`config.mk`:
```
export PLATFORM = sky130hd
export DESIGN_NAME = bus_arbiter_2m1s_flat
export DESIGN_NICKNAME = d
export VERILOG_FILES = /design/src/rtl/bus_arbiter_2m1s_pkg.sv /design/src/rtl/bus_arbiter_2m1s_if.sv /design/src/rtl/bus_arbiter_2m1s.sv /design/src/flat_wrapper.sv
export SDC_FILE = /design/constraint.sdc
export NUM_CORES = 1
export LEC_CHECK = 0
export ABC_CLOCK_PERIOD_IN_PS = 4700
export CAP_MARGIN = 25
export CELL_PAD_IN_SITES_DETAIL_PLACEMENT = 0
export CELL_PAD_IN_SITES_GLOBAL_PLACEMENT = 1
export CORE_UTILIZATION = 27
export DETAILED_ROUTE_END_ITERATION = 12
export MAX_ROUTING_LAYER = met4
export PLACE_DENSITY = 0.93
export SETUP_SLACK_MARGIN = 0.1
export SKIP_CTS_REPAIR_TIMING = 1
export SLEW_MARGIN = 20
export SYNTH_ARGS = -nofsm -noshare
export SYNTH_HDL_FRONTEND = slang
export SYNTH_SLANG_ARGS = --single-unit
export TNS_END_PERCENT = 10
```
`constraint.sdc`:
```
create_clock -name clk -period 4.7 [get_ports clk]
set_input_delay 1.41 -clock clk [delete_from_list [all_inputs] [get_ports clk]]
set_output_delay 1.41 -clock clk [all_outputs]
set_load 0.02 [all_outputs]
```
`src/rtl/bus_arbiter_2m1s_pkg.sv`:
```
// Shared transfer types and the latched request payload for the 2-master/1-slave arbiter.
package bus_arbiter_2m1s_pkg;

  localparam int unsigned ADDR_W = 32;
  localparam int unsigned DATA_W = 32;

  typedef enum logic {
    READ  = 1'b0,
    WRITE = 1'b1
  } ttype_e;

  typedef enum logic [1:0] {
    BYTE = 2'd0,
    HALF = 2'd1,
    WORD = 2'd2
  } tsize_e;

  typedef struct packed {
    ttype_e              ttype;
    tsize_e              tsize;
    logic [ADDR_W-1:0]   addr;
    logic [DATA_W-1:0]   wdata;
  } req_t;

endpackage

```
`src/rtl/bus_arbiter_2m1s_if.sv`:
```
// Simple request/complete bus; master drives the request, slave returns completion.
interface bus_arbiter_2m1s_if;
  import bus_arbiter_2m1s_pkg::*;

  logic              bstart;
  ttype_e            ttype;
  tsize_e            tsize;
  logic [ADDR_W-1:0] addr;
  logic [DATA_W-1:0] wdata;
  logic [DATA_W-1:0] rdata;
  logic              bdone;
  logic              berr;

  modport master (output bstart, ttype, tsize, addr, wdata,
                  input  rdata, bdone, berr);
  modport slave  (input  bstart, ttype, tsize, addr, wdata,
                  output rdata, bdone, berr);
endinterface

```
`src/rtl/bus_arbiter_2m1s.sv`:
```
// Merges dbus (m0) and ibus (m1) onto one slave port; latches the granted request,
// routes completion back to its owner and forces an error completion on timeout.
module bus_arbiter_2m1s
  import bus_arbiter_2m1s_pkg::*;
#(
  parameter bit          ROUND_ROBIN = 1'b1,
  parameter int unsigned TIMEOUT     = 16
) (
  input  logic               clk,
  input  logic               rst,
  bus_arbiter_2m1s_if.slave  m0,
  bus_arbiter_2m1s_if.slave  m1,
  bus_arbiter_2m1s_if.master s
);

  localparam int unsigned      CNT_W    = 16;
  localparam logic [CNT_W-1:0] CNT_LAST = CNT_W'(TIMEOUT - 1);

  typedef enum logic [1:0] {
    IDLE   = 2'd0,
    GRANT0 = 2'd1,
    GRANT1 = 2'd2
  } state_e;

  state_e           state;
  state_e           state_nxt;
  logic             last_grant;
  logic             aborted;
  logic [CNT_W-1:0] cnt;
  logic             s_bstart_q;
  req_t             req_q;
  req_t             req_sel;
  logic             owner_req;
  logic             timeout_c;
  logic             finish_c;
  logic             deliver_c;

  assign owner_req = (state == GRANT1) ? m1.bstart : m0.bstart;
  assign timeout_c = (state != IDLE) && !s.bdone && (cnt == CNT_LAST);
  assign finish_c  = (state != IDLE) && (s.bdone || timeout_c);
  // An owner that dropped bstart at any point during its grant gets no completion.
  assign deliver_c = finish_c && owner_req && !aborted && !rst;

  // State register
  always_ff @(posedge clk) begin
    if (rst) state <= IDLE;
    else     state <= state_nxt;
  end

  // Next-state: arbitrate only from IDLE, so every grant is followed by an IDLE cycle
  always_comb begin
    state_nxt = state;
    unique case (state)
      IDLE: begin
        if (m0.bstart && m1.bstart)
          state_nxt = (ROUND_ROBIN && !last_grant) ? GRANT1 : GRANT0;
        else if (m0.bstart)
          state_nxt = GRANT0;
        else if (m1.bstart)
          state_nxt = GRANT1;
      end
      GRANT0, GRANT1: begin
        if (finish_c) state_nxt = IDLE;
      end
      default: state_nxt = IDLE;
    endcase
  end

  always_comb begin
    req_sel = '{ttype: m0.ttype, tsize: m0.tsize, addr: m0.addr, wdata: m0.wdata};
    if (state_nxt == GRANT1)
      req_sel = '{ttype: m1.ttype, tsize: m1.tsize, addr: m1.addr, wdata: m1.wdata};
  end

  // Slave request registers, grant history, timeout counter and abort flag
  always_ff @(posedge clk) begin
    if (rst) begin
      s_bstart_q <= 1'b0;
      req_q      <= '{ttype: READ, tsize: WORD, addr: '0, wdata: '0};
      last_grant <= 1'b1;
      cnt        <= '0;
      aborted    <= 1'b0;
    end else if (state == IDLE) begin
      if (state_nxt != IDLE) begin
        s_bstart_q <= 1'b1;
        req_q      <= req_sel;
        last_grant <= (state_nxt == GRANT1);
        cnt        <= '0;
        aborted    <= 1'b0;
      end
    end else if (finish_c) begin
      s_bstart_q <= 1'b0;
    end else begin
      cnt <= cnt + CNT_W'(1);
      if (!owner_req) aborted <= 1'b1;
    end
  end

  assign s.bstart = s_bstart_q;
  assign s.ttype  = req_q.ttype;
  assign s.tsize  = req_q.tsize;
  assign s.addr   = req_q.addr;
  assign s.wdata  = req_q.wdata;

  // Completion routing: combinational from s_bdone or the timeout
  always_comb begin
    m0.bdone = 1'b0;
    m0.berr  = 1'b0;
    m0.rdata = '0;
    m1.bdone = 1'b0;
    m1.berr  = 1'b0;
    m1.rdata = '0;
    if (deliver_c) begin
      if (state == GRANT0) begin
        m0.bdone = 1'b1;
        m0.berr  = timeout_c;
        m0.rdata = timeout_c ? '0 : s.rdata;
      end else begin
        m1.bdone = 1'b1;
        m1.berr  = timeout_c;
        m1.rdata = timeout_c ? '0 : s.rdata;
      end
    end
  end

endmodule

```
`src/flat_wrapper.sv`:
```
// flat-port wrapper written by rule: the top's interface ports become plain ports
module bus_arbiter_2m1s_flat import bus_arbiter_2m1s_pkg::*;
#(
  parameter bit          ROUND_ROBIN = 1'b1,
  parameter int unsigned TIMEOUT     = 16
)
  (clk, rst, m0_bstart, m0_ttype, m0_tsize, m0_addr, m0_wdata, m0_rdata, m0_bdone, m0_berr, m1_bstart, m1_ttype, m1_tsize, m1_addr, m1_wdata, m1_rdata, m1_bdone, m1_berr, s_bstart, s_ttype, s_tsize, s_addr, s_wdata, s_rdata, s_bdone, s_berr);
  bus_arbiter_2m1s_if m0_i ();
  bus_arbiter_2m1s_if m1_i ();
  bus_arbiter_2m1s_if s_i ();
  input  logic clk;
  input  logic rst;
  input wire logic [$bits(m0_i.bstart)-1:0] m0_bstart;
  input wire logic [$bits(m0_i.ttype)-1:0] m0_ttype;
  input wire logic [$bits(m0_i.tsize)-1:0] m0_tsize;
  input wire logic [$bits(m0_i.addr)-1:0] m0_addr;
  input wire logic [$bits(m0_i.wdata)-1:0] m0_wdata;
  output wire logic [$bits(m0_i.rdata)-1:0] m0_rdata;
  output wire logic [$bits(m0_i.bdone)-1:0] m0_bdone;
  output wire logic [$bits(m0_i.berr)-1:0] m0_berr;
  input wire logic [$bits(m1_i.bstart)-1:0] m1_bstart;
  input wire logic [$bits(m1_i.ttype)-1:0] m1_ttype;
  input wire logic [$bits(m1_i.tsize)-1:0] m1_tsize;
  input wire logic [$bits(m1_i.addr)-1:0] m1_addr;
  input wire logic [$bits(m1_i.wdata)-1:0] m1_wdata;
  output wire logic [$bits(m1_i.rdata)-1:0] m1_rdata;
  output wire logic [$bits(m1_i.bdone)-1:0] m1_bdone;
  output wire logic [$bits(m1_i.berr)-1:0] m1_berr;
  output wire logic [$bits(s_i.bstart)-1:0] s_bstart;
  output wire logic [$bits(s_i.ttype)-1:0] s_ttype;
  output wire logic [$bits(s_i.tsize)-1:0] s_tsize;
  output wire logic [$bits(s_i.addr)-1:0] s_addr;
  output wire logic [$bits(s_i.wdata)-1:0] s_wdata;
  input wire logic [$bits(s_i.rdata)-1:0] s_rdata;
  input wire logic [$bits(s_i.bdone)-1:0] s_bdone;
  input wire logic [$bits(s_i.berr)-1:0] s_berr;
  assign m0_i.bstart = m0_bstart;
  assign m0_i.ttype = m0_ttype;
  assign m0_i.tsize = m0_tsize;
  assign m0_i.addr = m0_addr;
  assign m0_i.wdata = m0_wdata;
  assign m0_rdata = m0_i.rdata;
  assign m0_bdone = m0_i.bdone;
  assign m0_berr = m0_i.berr;
  assign m1_i.bstart = m1_bstart;
  assign m1_i.ttype = m1_ttype;
  assign m1_i.tsize = m1_tsize;
  assign m1_i.addr = m1_addr;
  assign m1_i.wdata = m1_wdata;
  assign m1_rdata = m1_i.rdata;
  assign m1_bdone = m1_i.bdone;
  assign m1_berr = m1_i.berr;
  assign s_bstart = s_i.bstart;
  assign s_ttype = s_i.ttype;
  assign s_tsize = s_i.tsize;
  assign s_addr = s_i.addr;
  assign s_wdata = s_i.wdata;
  assign s_i.rdata = s_rdata;
  assign s_i.bdone = s_bdone;
  assign s_i.berr = s_berr;
  bus_arbiter_2m1s #(.ROUND_ROBIN(ROUND_ROBIN), .TIMEOUT(TIMEOUT)) u_core (.clk(clk), .rst(rst), .m0(m0_i), .m1(m1_i), .s(s_i));
endmodule
```
* Yosys cells after proc, flatten, opt, wreduce, memory -nomap -nowiden
Index checks and enable logic that the tools add are counted.
** Storage, ports and cells
- Flip-flop bits (word level) :: 88
- Bits in latches :: 0
- Memory bits (writable) :: 0
- Memory bits (read-only) :: 0
- Bits of input ports :: 172
- Output and inout port bits :: 136
- Logic and storage cells :: 68
- Memories :: 0
** Cells by class
- $add $sub $neg :: 1
- Multipliers :: 0
- Div/mod/pow operators :: 0
- $lt $le $gt $ge :: 0
- Eq/ne operators :: 7
- Shift-type cells :: 0
- Mux-type cells :: 31
- Bitwise operators :: 0
- Reductions and logical operators :: 20
** Operator list (number)
- $mux W32 :: 5
- $mux W67 :: 1
- $mux W16 :: 3
- $add A16 B1 Y16 const B :: 1
- $eq A16 B4 Y1 const B :: 1
- $mux W1 :: 16
- $mux W2 :: 5
- $logic_and A1 B1 Y1 :: 7
- $ne A2 B2 Y1 const B :: 3
- $reduce_and A2 Y1 :: 3
- $reduce_bool A2 Y1 :: 3
- $eq A2 B2 Y1 const B :: 2
- $pmux W2 S2 :: 1
- $logic_not A1 Y1 :: 3
- $reduce_and A3 Y1 :: 1
- $eq A2 B1 Y1 const B :: 1
- $logic_not A2 Y1 :: 1
- $reduce_or A2 Y1 :: 1
- $logic_or A1 B1 Y1 :: 1

* Logic depth before layout (Yosys ltp)
Gate-level depths: netlist of run 1.
- Word-level depth :: 10
- Gate-level depth with buffers :: 9
- Depth with buffers taken out :: 7

* Worst setup path after synthesis of run 1
No wires, ideal clock.
- Kind :: input to output
- From :: input rst
- To :: output m1_rdata[23]
- Data arrival time :: 2.649 ns
- Required time :: 3.290 ns
- Path slack :: 0.641 ns
- Stages on the path :: 6
- Path buffers :: 1
- Path through :: clkinv_1 -> nand2_1 -> nor3_1 -> nor3b_2 -> buf_2 -> and3_1
** Between the ends
- Longest elaborated chain between the ends :: 3
** Ends and longest elaborated chain
- from (decl) :: RTL line flat_wrapper.sv:12 : input logic rst;
- $logic_not A1 Y1 :: RTL line bus_arbiter_2m1s.sv:42 : assign deliver_c = finish_c && owner_req && !aborted && !rst;
- $logic_and A1 B1 Y1 :: RTL line bus_arbiter_2m1s.sv:42
- $mux W32 :: RTL line bus_arbiter_2m1s.sv:113 : if (deliver_c) begin
- to (decl) :: RTL line flat_wrapper.sv:26 : output wire logic [$bits(m1_i.rdata)-1:0] m1_rdata;
No other way between the ends.

* Worst setup path in the final report of run 1
- From :: input rst
- To :: output m1_rdata[5]
The elaborated chain is that of the path after synthesis.

==> results by group, run 1 <==
Status
  – Status: finished clean

Power and ir drop
  – Leak Pwr: 4.48 nW
  – Sw Pwr: 886 uW
  – Power share of the sequential group: 33.0%
  – Pwr Density: 321 nW/um2
  – Combinational Power Share: 34.6%
  – Power Total: 2.77 mW
  – Peak supply drop: 0.225 mV
  – Net Sw Frac: 31.9%
  – P_int: 1.89 mW
  – Clk pwr share: 32.3%

Placed design
  – Post-Place Cell Area: 8120 um2
  – Post-DP HPWL: 12.5 mm
  – Pre-CTS WS: -0.238 ns
  – # port buffers: 306
  – Gpl congestion: 0.818

Floorplanning
  – Initial Util: 27.7%
  – Cell row count: 48
  – Die Y-Extent: 135 um
  – Die area: 18300 um2
  – Die width: 135 um
  – Ports: 308
  – Core Region: 17300 um2

Setup path
  – Worst-path maximum fanout: 34
  – Critical Path AT: 3.12 ns
  – Worst EP required: 3.29 ns
  – Crit Path Category: in2out
  – Worst R2R Setup Slack: 1.68 ns
  – Crit start category: input pin
  – Setup crit end kind: output pin

Yosys
  – Ys async rst share: 0%
  – Top cells by count, synth: 130 x o21ai_0, 88 x dfxtp_1, 76 x nand3_1
  – Syn Std Cell Area: 4800 um2
  – Post-synth top area cell: dfxtp_1
  – Main area contributors after synthesis: dfxtp_1 37%, o21ai_0 14%, a31oi_1 9.6%
  – Sequential area share after synthesis: 36.7%
  – Syn Area/Cell: 7.52 um2
  – Post-synth top area share: 36.7%
  – Yosys cell types: 45
  – Post-synth EDFFs: 0
  – Yosys reg bits: 88
  – Most common cell in the netlist: o21ai_0
  – Synth Net Count: 815
  – Synth Flop Type: dfxtp_1
  – Synth Instances: 638
  – Yosys warnings: 0

GRT
  – All-Layer GR Usage: 20.7%
  – Antenna violations before repair: 0
  – Remaining global-route overflow: 0
  – Global-route wire length before repair: 29.1 mm
  – Number of global-route vias before repair: 5486
  – Pin count of the biggest net entering global routing: 139

Hold path
  – HP Class: reg2reg

Job
  – Max cap viols: 0

Detailed routing
  – Pre-antenna DRT Iters: 5
  – Vias per cell: 5.19
  – Antenna Nets Post-Route: 0
  – WL per Instance: 16.7 um
  – Total number of vias: 5899
  – WL final: 19.0 mm
  – Remaining DRCs: 0
  – Drt initial violations: 266

CTS
  – CTS root buf: clkbuf_16
  – Total CTS buffers: 9
  – CTS Sinks: 88
  – Max clock buf depth: 2
  – CTS tree: yes
  – Skew-Pair Late Insertion Delay: 0.35 ns
  – H-tree depth: 3
  – Clock-pin transition on the worst setup and hold timing paths: 0.07 ns

Final layout
  – Area grow syn2layout: 80.4%
  – Share of cells above drive strength 1: 5.81%
  – # nets final: 1084
  – N_diodes: 0
  – Final Cell Area: 8660 um2

STA
  – Fin. Hold Viols: 0
  – Max Clock Skew: 0.00586 ns
  – Slew margin rel.: 51.1%
  – Worst hold slack: 0.501 ns
  – Final worst-path setup slack: 0.173 ns
  – Final setup viols: 0
  – Worst slew pin tran: 0.733 ns
  – Max Slew Vio Count: 0
  – Period minus WS final: 4.53 ns
  – Setup TNS: 0 ns
  – RSZ-0062 raised after global routing: no
  – Fin crit share: 96.3%
  – Max Clk Rate: 221 MHz
## critical path: stages
cell             delay, ns
clkdlybuf4s50_1       0.45
inv_2                 0.08
nand2_1               0.08
nor3_2                0.22
nor3b_4               0.26
buf_12                0.20
and3_1                0.19
dlymetal6s2s_1        0.23
## layout make-up
type | count | area (um2)
fillers | 1658 | 8640
repair buffers | 329 | 3460
multi-input cells | 471 | 2760
flip-flops and latches | 88 | 1760
well taps | 225 | 282
clock buffers | 9 | 225
clock inverters | 7 | 143
inverters | 8 | 30.0
## cells in the final DEF (no fill, tap or decap), drive strengths merged, types with 3 or more instances in the layout
cell and instances:
a21oi 12, clkbuf 10, or4 7, or3 3, nor2 17, nor3 8
and3 71, nor4 4, bufinv 4, clkdlybuf4s50 238, o21ai 142, a31oi 74
dlymetal6s2s 67, inv 9, nand2b 4, ha 5, buf 23, dfxtp 88
nand4 8, nand2 16, and4 3, nand3 76
## kinds of logic after synthesis
family / share of synthesized area (%)
DFF: 36.7
muxes: 0.209
AOI/OAI and AO/OA: 27.9
adders and majority gates: 1.30
buffers and inverters: 6.94
and+or+nand+nor: 26.8
xor gates and xnor gates: 0.183
## power groups by stage
stage	Sequential (mW)	Clock (mW)	Combinational, mW
4_1_cts	0.916	0.920	0.965
2_1_floorplan	1.06	0	0.340
3_5_place_dp	0.931	0	0.960
5_1_grt	0.930	0.950	1.04
3_3_place_gp	0.927	0	0.959
6_report	0.916	0.897	0.961
## worst paths after layout
check,start,end,cells past startpoint
worst max-delay path,rst,m1_rdata[5],8
worst max register to register,u_core.state[0]$_SDFF_PP0_,u_core.s.addr[30]$_SDFFE_PP0P_,8
worst min-delay path,u_core.cnt[1]$_SDFFE_PP0P_,u_core.cnt[1]$_SDFFE_PP0P_,2
worst min register to register,u_core.cnt[1]$_SDFFE_PP0P_,u_core.cnt[1]$_SDFFE_PP0P_,2
## registers in the layout (all words and copies together), names as in the netlist
| name | flops |
|---|---|
| u_core.cnt | 16 |
| u_core.last_grant | 1 |
| u_core.s.wdata | 32 |
| u_core.s.tsize | 2 |
| u_core.s.ttype | 1 |
| u_core.s.addr | 32 |
| u_core.aborted | 1 |
| u_core.state | 2 |
| u_core.s.bstart | 1 |
## through the flow
step	std cells	utilization [%]
2_1_floorplan	638	-
3_3_place_gp	1121	46.9
3_5_place_dp	1121	46.9
4_1_cts	1137	49.0
5_1_grt	1137	50.1
6_report	1137	50.1
## layer usage
metal / track usage [%] / wire [um]
met5: - / 0
met4: 4.43 / 284
met3: 5.01 / 1050
met2: 32.6 / 9230
met1: 26.6 / 8480
Power figures use the tool's default switching activity.
==> run 2, diff against run 1 <==
- GPL_ROUTABILITY_DRIVEN: not set -> 0
==> results of run 2 <==
The final DEF is identical to that of run 1; final timing and power are the same.
